### config.mk
export PLATFORM = sky130hd
export DESIGN_NAME = adder_stim_gen
export DESIGN_NICKNAME = d
export VERILOG_FILES = /design/src/rtl/adder_stim_pkg.sv /design/src/rtl/adder_stim_pattern.sv /design/src/rtl/adder_stim_gen.sv
export SDC_FILE = /design/constraint.sdc
export NUM_CORES = 1
export LEC_CHECK = 0
export BUFFER_PORTS_ARGS = -buffer_cell sky130_fd_sc_hd__buf_4
export CORE_MARGIN = 2
export CORE_UTILIZATION = 55
export DETAILED_ROUTE_END_ITERATION = 16
export PLACE_DENSITY = 0.81
export SYNTH_ARGS = -nofsm -noshare
export SYNTH_HDL_FRONTEND = slang
export SYNTH_SLANG_ARGS = --single-unit
### constraint.sdc
create_clock -name clk -period 6.9 [get_ports clk]
set_input_delay 0 -clock clk [delete_from_list [all_inputs] [get_ports clk]]
set_output_delay 0 -clock clk [all_outputs]
set_load 0.005 [all_outputs]
### src/rtl/adder_stim_pkg.sv
// Shared types and the Johnson-ring step used by the adder operand generator.
package adder_stim_pkg;

    localparam int MAX_W = 128;

    typedef enum logic [1:0] {
        ST_IDLE,
        ST_SEND,
        ST_GAP,
        ST_DONE
    } state_t;

    // {~p[s-1:0], p[w-1:s]}: the ring is unrolled to {~p, p} and shifted right by s.
    function automatic logic [MAX_W-1:0] johnson_step(input logic [MAX_W-1:0] p,
                                                      input int unsigned w,
                                                      input int unsigned s);
        logic [2*MAX_W-1:0] ext;
        logic [2*MAX_W-1:0] mask;
        logic [2*MAX_W-1:0] ring;
        ext  = {{MAX_W{1'b0}}, p};
        mask = ({{(2*MAX_W-1){1'b0}}, 1'b1} << w) - 1;
        ring = (((~ext) & mask) << w) | (ext & mask);
        ring = ring >> s;
        return ring[MAX_W-1:0] & mask[MAX_W-1:0];
    endfunction

endpackage

### src/rtl/adder_stim_pattern.sv
// W-bit Johnson pattern register: reloads the first flit of a packet or advances one flit.
module adder_stim_pattern
    import adder_stim_pkg::*;
#(
    parameter int W = 52,
    parameter int S = 10
) (
    input  logic         clk,
    input  logic         rst,
    input  logic         clear_to_first,
    input  logic         advance,
    output logic [W-1:0] pattern
);

    localparam logic [W-1:0] FIRST_FLIT = W'(johnson_step('0, W, S));

    logic [W-1:0] r_pattern;

    // NOTE: sequential state is written with <= so every flop samples pre-edge values.
    always_ff @(posedge clk) begin
        if (rst) begin
            r_pattern <= '0;
        end else if (clear_to_first) begin
            r_pattern <= FIRST_FLIT;
        end else if (advance) begin
            r_pattern <= W'(johnson_step(MAX_W'(r_pattern), W, S));
        end
    end

    assign pattern = r_pattern;

endmodule

### src/rtl/adder_stim_gen.sv
// Packetized Johnson-pattern operand source feeding the adder's two inputs.
module adder_stim_gen
    import adder_stim_pkg::*;
#(
    parameter int N         = 26,
    parameter int PAYLOAD   = 20,
    parameter int GAP       = 7,
    parameter int NUM_PKTS  = 10,
    parameter int STEP_BITS = 10
) (
    input  logic          clk,
    input  logic          rst,
    input  logic          start,
    output logic          out_valid,
    input  logic          out_ready,
    output logic [N-1:0]  operand_a,
    output logic [N-1:0]  operand_b,
    output logic          flit_first,
    output logic          flit_last,
    output logic          busy,
    output logic          done,
    output logic [15:0]   pkt_cnt
);

    localparam int W     = 2 * N;
    localparam int IDX_W = (PAYLOAD > 1) ? $clog2(PAYLOAD) : 1;
    localparam int GAP_W = (GAP > 1) ? $clog2(GAP) : 1;

    localparam logic [IDX_W-1:0] LAST_IDX    = IDX_W'(PAYLOAD - 1);
    localparam logic [GAP_W-1:0] GAP_LOAD    = GAP_W'((GAP > 0) ? GAP - 1 : 0);
    localparam logic [15:0]      PKTS_TARGET = 16'(NUM_PKTS);

    state_t             r_state;
    logic [IDX_W-1:0]   r_flit_idx;
    logic [GAP_W-1:0]   r_gap_cnt;
    logic [15:0]        r_pkt_cnt;
    logic               r_done;
    logic               r_valid;
    logic               r_first;
    logic               r_last;
    logic               r_busy;

    state_t             w_state_nxt;
    logic [IDX_W-1:0]   w_idx_nxt;
    logic [GAP_W-1:0]   w_gap_nxt;
    logic [15:0]        w_pkt_nxt;
    logic [15:0]        w_pkt_inc;
    logic               w_done_nxt;
    logic               w_clear;
    logic               w_advance;
    logic [W-1:0]       w_pattern;

    adder_stim_pattern #(
        .W (W),
        .S (STEP_BITS)
    ) u_pattern (
        .clk            (clk),
        .rst            (rst),
        .clear_to_first (w_clear),
        .advance        (w_advance),
        .pattern        (w_pattern)
    );

    // NOTE: every signal driven here gets a default first so no latch is inferred.
    always_comb begin
        w_state_nxt = r_state;
        w_idx_nxt   = r_flit_idx;
        w_gap_nxt   = r_gap_cnt;
        w_pkt_nxt   = r_pkt_cnt;
        w_done_nxt  = r_done;
        w_clear     = 1'b0;
        w_advance   = 1'b0;
        w_pkt_inc   = r_pkt_cnt + 16'd1;

        case (r_state)
            ST_IDLE, ST_DONE: begin
                if (start) begin
                    w_state_nxt = ST_SEND;
                    w_clear     = 1'b1;
                    w_idx_nxt   = '0;
                    w_pkt_nxt   = '0;
                    w_done_nxt  = 1'b0;
                end
            end
            ST_SEND: begin
                if (r_valid && out_ready) begin
                    if (r_flit_idx != LAST_IDX) begin
                        w_advance = 1'b1;
                        w_idx_nxt = r_flit_idx + IDX_W'(1);
                    end else begin
                        w_pkt_nxt = w_pkt_inc;
                        // NUM_PKTS of zero means an endless run, so the wrap to 0 never ends it.
                        if (NUM_PKTS != 0 && w_pkt_inc == PKTS_TARGET) begin
                            w_state_nxt = ST_DONE;
                            w_done_nxt  = 1'b1;
                        end else if (GAP == 0) begin
                            w_clear   = 1'b1;
                            w_idx_nxt = '0;
                        end else begin
                            w_state_nxt = ST_GAP;
                            w_gap_nxt   = GAP_LOAD;
                        end
                    end
                end
            end
            ST_GAP: begin
                if (r_gap_cnt == '0) begin
                    w_state_nxt = ST_SEND;
                    w_clear     = 1'b1;
                    w_idx_nxt   = '0;
                end else begin
                    w_gap_nxt = r_gap_cnt - GAP_W'(1);
                end
            end
            default: w_state_nxt = ST_IDLE;
        endcase
    end

    // Flag outputs are registered from next-state values so nothing combinational reaches a port.
    always_ff @(posedge clk) begin
        if (rst) begin
            r_state    <= ST_IDLE;
            r_flit_idx <= '0;
            r_gap_cnt  <= '0;
            r_pkt_cnt  <= '0;
            r_done     <= 1'b0;
            r_valid    <= 1'b0;
            r_first    <= 1'b0;
            r_last     <= 1'b0;
            r_busy     <= 1'b0;
        end else begin
            r_state    <= w_state_nxt;
            r_flit_idx <= w_idx_nxt;
            r_gap_cnt  <= w_gap_nxt;
            r_pkt_cnt  <= w_pkt_nxt;
            r_done     <= w_done_nxt;
            r_valid    <= (w_state_nxt == ST_SEND);
            r_first    <= (w_state_nxt == ST_SEND) && (w_idx_nxt == '0);
            r_last     <= (w_state_nxt == ST_SEND) && (w_idx_nxt == LAST_IDX);
            r_busy     <= (w_state_nxt == ST_SEND) || (w_state_nxt == ST_GAP);
        end
    end

    assign out_valid  = r_valid;
    assign operand_a  = w_pattern[N-1:0];
    assign operand_b  = w_pattern[W-1:N];
    assign flit_first = r_first;
    assign flit_last  = r_last;
    assign busy       = r_busy;
    assign done       = r_done;
    assign pkt_cnt    = r_pkt_cnt;

endmodule
# Word level (Yosys, flattened, before mapping)
# Cells that the tools add are included.
dict set report word_totals {
  register_bits 83
  input_bits 4
  out_inout_bits 73
  elab_cells 78
}
dict set report op_classes {
  add_sub_neg 3
  n_eq_ne 14
  mux 33
  bitwise 2
  n_reduce_logical 15
}
# operator count
set op_table {}
lappend op_table {{two-way mux 52 bit} 2}
lappend op_table {{bitwise OR 62 x 52 -> 62 bit} 1}
lappend op_table {{two-way mux 16 bit} 3}
lappend op_table {{case mux 16 bit (2 select lines)} 1}
lappend op_table {{two-way mux 5 bit} 4}
lappend op_table {{adder 16 x 1 -> 16 bit (second input constant)} 1}
lappend op_table {{equality test 16 x 4 -> 1 bit (second input constant)} 1}
lappend op_table {{case mux 5 bit (3 select lines)} 1}
lappend op_table {{two-way mux 3 bit} 4}
lappend op_table {{inequality test 2 bit (second input constant)} 6}
lappend op_table {{two-way mux 1 bit} 10}
lappend op_table {{NOT 10 bit} 1}
lappend op_table {{AND reduction 5 bit} 2}
lappend op_table {{two-way mux 2 bit} 4}
lappend op_table {{equality test 2 bit (second input constant)} 3}
lappend op_table {{case mux 2 bit (3 select lines)} 1}
lappend op_table {{case mux 3 bit (2 select lines)} 1}
lappend op_table {{nonzero test 2 bit} 3}
lappend op_table {{adder 5 x 1 -> 5 bit (second input constant)} 1}
lappend op_table {{equality test 5 bit (second input constant)} 1}
lappend op_table {{logical NOT 5 bit} 1}
lappend op_table {{inequality test 5 bit (second input constant)} 1}
lappend op_table {{equality test 2 x 1 -> 1 bit (second input constant)} 2}
lappend op_table {{case mux 1 bit (2 select lines)} 2}
lappend op_table {{other kinds (7)} 10}

# Depth between registers and ports, before layout
dict set report logic_depth {
  depth_word 8
  depth_mapped 13
  mapped_depth_nobuf 12
}

# By module
# A second synthesis with hierarchy kept.
dict set report hier_totals {
  hier_cells 435
  area_unflattened_um2 3943.8
}
# mod instances cells_per_inst area_per_inst_um2 seq_area_each_um2
set modules_own_cells {}
lappend modules_own_cells {adder_stim_gen 1 255 2020.7 620.6}
lappend modules_own_cells {adder_stim_pattern 1 180 1923.1 1041.0}

# Worst setup path after synthesis
# OpenSTA, ideal clock, no wires.
dict set report synth_timing {
  path_type {register -> register}
  startpoint {register r_pkt_cnt[8] (netlist: pkt_cnt[8])}
  endpoint {register r_last (netlist: flit_last)}
  setup_time_ns 0.092
  arrival_time_ns 2.808
  t_required_ns 6.808
  path_slack_ns 4.000
  path_stages_with_launch 13
  n_path_buf 1
  synth_period_minus_slack_ns 2.900
  path_cell_list {dfxtp_1 -> clkbuf_1 -> nand3_1 -> or4_4 -> xnor2_2 -> a2111oi_2 -> and4_1 -> a211oi_2 -> a21oi_1 -> ha_1 -> nor2b_1 -> nand3_1 -> nor4_1}
}
dict set report synth_via {
  elab_chain_cells 8
}
# element line_no
set synth_rtl {}
lappend synth_rtl {{from (decl)} adder_stim_gen.sv:36} ;# logic [15:0] r_pkt_cnt;
lappend synth_rtl {{from (signal assigned)} adder_stim_gen.sv:135} ;# r_pkt_cnt <= w_pkt_nxt;
lappend synth_rtl {{adder 16 x 1 -> 16 bit} adder_stim_gen.sv:73} ;# w_pkt_inc = r_pkt_cnt + 16'd1;
lappend synth_rtl {{equality test 16 x 4 -> 1 bit} adder_stim_gen.sv:93} ;# if (NUM_PKTS != 0 && w_pkt_inc == PKTS_TARGET) begin
lappend synth_rtl {{two-way mux 1 bit} adder_stim_gen.sv:93}
lappend synth_rtl {{two-way mux 2 bit} adder_stim_gen.sv:87} ;# if (r_flit_idx != LAST_IDX) begin
lappend synth_rtl {{two-way mux 2 bit} adder_stim_gen.sv:86} ;# if (r_valid && out_ready) begin
lappend synth_rtl {{case mux 2 bit (3 select lines)} adder_stim_gen.sv:75} ;# case (r_state)
lappend synth_rtl {{via w_state_nxt[0]} adder_stim_gen.sv:43} ;# state_t w_state_nxt;
lappend synth_rtl {{equality test 2 x 1 -> 1 bit} adder_stim_gen.sv:139} ;# r_last <= (w_state_nxt == ST_SEND) && (w_idx_nxt == LAST_IDX);
lappend synth_rtl {{logical AND 1 bit} adder_stim_gen.sv:139}
lappend synth_rtl {{to (signal assigned)} adder_stim_gen.sv:139}
lappend synth_rtl {{to (decl)} adder_stim_gen.sv:40} ;# logic r_last;
# The timed path passes the listed nets, and every way through them passes these cells.
# A chain may end at the register's enable or synchronous reset.

# Worst setup path in the final report
dict set report layout_timing {
  startpoint {register r_pkt_cnt[2] (netlist: pkt_cnt[2])}
  endpoint {register r_last (netlist: flit_last)}
}
# Same word-level chain as after synthesis.

==> flow_summary_export.csv <==
group,metric,value,unit
floorplanning,die_area,7520,sq um
clock_network,path_clk_slew,0.09,ns
sta,drv_slew,0,
clock_network,cts_tree,"built",
worst_setup_path,r2r_cells,11,
detailed_routing,vias,3699,
sta,tns,0,ns
run,drv_cap,0,
detailed_routing,drt_iter0_markers,324,
global_route,first_global_vias,3133,
clock_network,postCtsSetupBuffers,0,
sta,worstMarginPinSlew,1.04,ns
synthesis,ys_seq_elements,83,
clock_network,cts_buffers,9,
synthesis,syn_area,3760,sq um
worst_setup_path,rrSetupSlack,3.55,ns
synthesis,synth_most_common_cell,"nand2_1",
global_route,gr-total-overflow,0,
synthesis,synth_async_sr_flop_share,0,%
detailed_routing,dr.pass1.iters,5,
synthesis,ys_types,51,
sta,post-route-period-util,48.5,%
floorplanning,die_w,86.7,um
power,vdd_drop_max,135,uV
placed_design,dp_hpwl,6580,um
min_path,min_to,"busy$_SDFF_PP0_",
global_route,grt_usage,26.3,%
global_route,antenna_found_initial,0,
detailed_routing,viasPerCell,6.00,
sta,hold_violations,0,
placed_design,gp_congestion,0.957,
sta,period_minus_slack,3.35,ns
min_path,worst_hold_path.num_cells,2,
synthesis,postSynthAreaPerCell,7.92,sq um
min_path,hp-class,"primary input to flop",
clock_network,cts_root_buf,"clkbuf_8",
layout,final_util,67.5,%
clock_network,clock_sinks,83,
clock_network,cts_max_path_buffers,2,
floorplanning,core_area,6720,sq um
outcome,status,"complete, no violations",
worst_setup_path,setup.worst_path.class,"flop to flop",
clock_network,h-tree-depth,3,
synthesis,synthTopCellsByCount,"nand2_1 (100), dfxtp_1 (83), a21oi_1 (72)",
synthesis,syn-num-nets,487,
placed_design,io_buffers,76,
power,power.leakage,1.71,nW
layout,antenna_cells,0,
worst_setup_path,critPathMaxFanout,11,
floorplanning,start_util,56.0,%
worst_setup_path,crit_path_end_kind,"flop",
worst_setup_path,startpoint_type,"flop",
floorplanning,dieHeight,86.7,um
synthesis,yosys_warnings,0,
worst_setup_path,cp_data_arrival_time,3.62,ns
global_route,grt_pass1_wl,15600,um
min_path,hp-start,"rst",
sta,finalSetupViolCount,0,
synthesis,yosysSeqAreaShare,44.2,%
sta,slew_headroom,30.4,%
worst_setup_path,cp.required,7.17,ns
global_route,grt_start_max_net_pins,63,
detailed_routing,final_antenna_net_count,0,
synthesis,synth.area.top_cells,"dfxtp_1 (44%), nand2_1 (10%), a21oi_1 (9.6%)",
sta,rsz0062_at_grt,"no",
worst_setup_path,reg2reg_to,"flit_last$_SDFF_PP0_",
synthesis,synth_top_cell_by_area,"dfxtp_1",
synthesis,syn_inst,475,
detailed_routing,post_drt_wl_per_cell,16.1,um
power,powerDensity,212,nW/um^2
sta,fmax,0.299,GHz
synthesis,synth-edff-count,0,
layout,nNetsFinal,544,
synthesis,ys.flop_type,"dfxtp_1",
sta,finalClockSkew,0.00914,ns
worst_setup_path,r2r_start,"pkt_cnt[2]$_SDFFE_PP0P_",
detailed_routing,drcViolationCount,0,
synthesis,synth_top_cell_area_share,44.2,%
detailed_routing,drt-total-wl,9910,um
clock_network,insertion_delay,0.36,ns
layout,area_delta_synth_final,20.6,%
floorplanning,io_pins,77,
floorplanning,rows,30,
layout,drive_gt1_share,19.7,%
-- flip-flops by register name, indices dropped and copies added, names as in the netlist --
name,flops
flit_last,1
flit_first,1
pkt_cnt,16
u_pattern.pattern,52
out_valid,1
r_flit_idx,5
busy,1
r_state,2
r_gap_cnt,3
done,1
-- layer usage --
layer	global-route usage, %	share of wire, %	wire, um	vias to the layer above
li1	-	-	-	1779
met1	36.8	44	4380	1737
met2	40.8	47	4640	161
met3	6.57	6.8	671	22
met4	6.82	2.2	217	0
met5	0	0	0	-
-- metrics by stage --
step	setup slack, ns	power [mW]	area (sq um)	cells	hold WS [ns]
2_1_floorplan	4.00	0.567	3760	475	0.0832
4_1_cts	3.58	0.963	4530	617	0.0470
6_report	3.55	0.961	4530	617	0.0594
3_3_place_gp	3.76	0.596	4320	600	0.268
3_5_place_dp	3.62	0.599	4320	600	0.281
5_1_grt	3.18	0.994	4530	617	0.0718
-- what timing repair did --
| item | CTS | global route |
|---|---|---|
| gates resized for setup | 0 | 0 |
| hold buffers | 1 | 0 |
| hold endpoints to repair | 2 | 0 |
-- critical path, cell delays in order, from the launching register on --
cell and delay (ns):
dfxtp_1 0.57, nand4_4 0.21, or4_4 0.63, xnor2_2 0.16
a2111oi_2 0.44, and4_1 0.30, a211oi_2 0.10, a21oi_1 0.17
ha_1 0.17, nor2b_1 0.16, nand3_1 0.12, nor4_1 0.24
-- cell usage in the layout (no fill, tap or decap), types with 4 or more instances in the layout --
cell type  count
nand3_1        8
nand4_1        8
nand2_1      100
clkbuf_8       9
inv_1         10
dfxtp_1       83
ha_1           8
nor2_1        33
a211oi_1      14
nor2b_1        4
and3_1         5
buf_4         78
nor4_1         4
xnor2_1        4
a22oi_1        5
o21ai_0       16
a21oi_1       72
nor3_1        20
-- area by class of cell --
| class | count | area [sq um] |
|---|---|---|
| repair buffers | 79 | 596 |
| multi-input cells | 349 | 1930 |
| flip-flops and latches | 83 | 1660 |
| clock inverters | 7 | 83.8 |
| well taps | 80 | 100 |
| fillers | 545 | 2180 |
| inverters | 10 | 37.5 |
| clock buffers | 9 | 124 |
-- power breakdown --
group	leakage [nW]	internal, mW	total, mW	switching [mW]
Clock	0.102	0.174	0.370	0.197
Sequential	0.673	0.491	0.500	0.00953
Combinational	0.934	0.0334	0.0898	0.0564
Total	1.71	0.698	0.961	0.263
-- logic make-up after synthesis --
logic type               share of synthesized area (%)
flip-flops                                        44.2
adder cells (fa/ha/maj)                           2.66
XOR/XNOR                                          1.60
AND/OR/NAND/NOR                                   26.8
AO/OA/AOI/OAI                                     20.2
buffers and inverters                             4.49
-- worst max path at each step --
stage,startpoint,endpoint,slack (ns),cells after the start
floorplan,pkt_cnt[8]$_SDFFE_PP0P_,flit_last$_SDFF_PP0_,4.00,12
global placement,pkt_cnt[2]$_SDFFE_PP0P_,flit_last$_SDFF_PP0_,3.76,11
detailed placement,pkt_cnt[2]$_SDFFE_PP0P_,flit_last$_SDFF_PP0_,3.62,11
CTS,pkt_cnt[2]$_SDFFE_PP0P_,flit_last$_SDFF_PP0_,3.58,11
global route,pkt_cnt[2]$_SDFFE_PP0P_,flit_last$_SDFF_PP0_,3.18,11
finish,pkt_cnt[2]$_SDFFE_PP0P_,flit_last$_SDFF_PP0_,3.55,11
(Power assumes the default switching activity.)
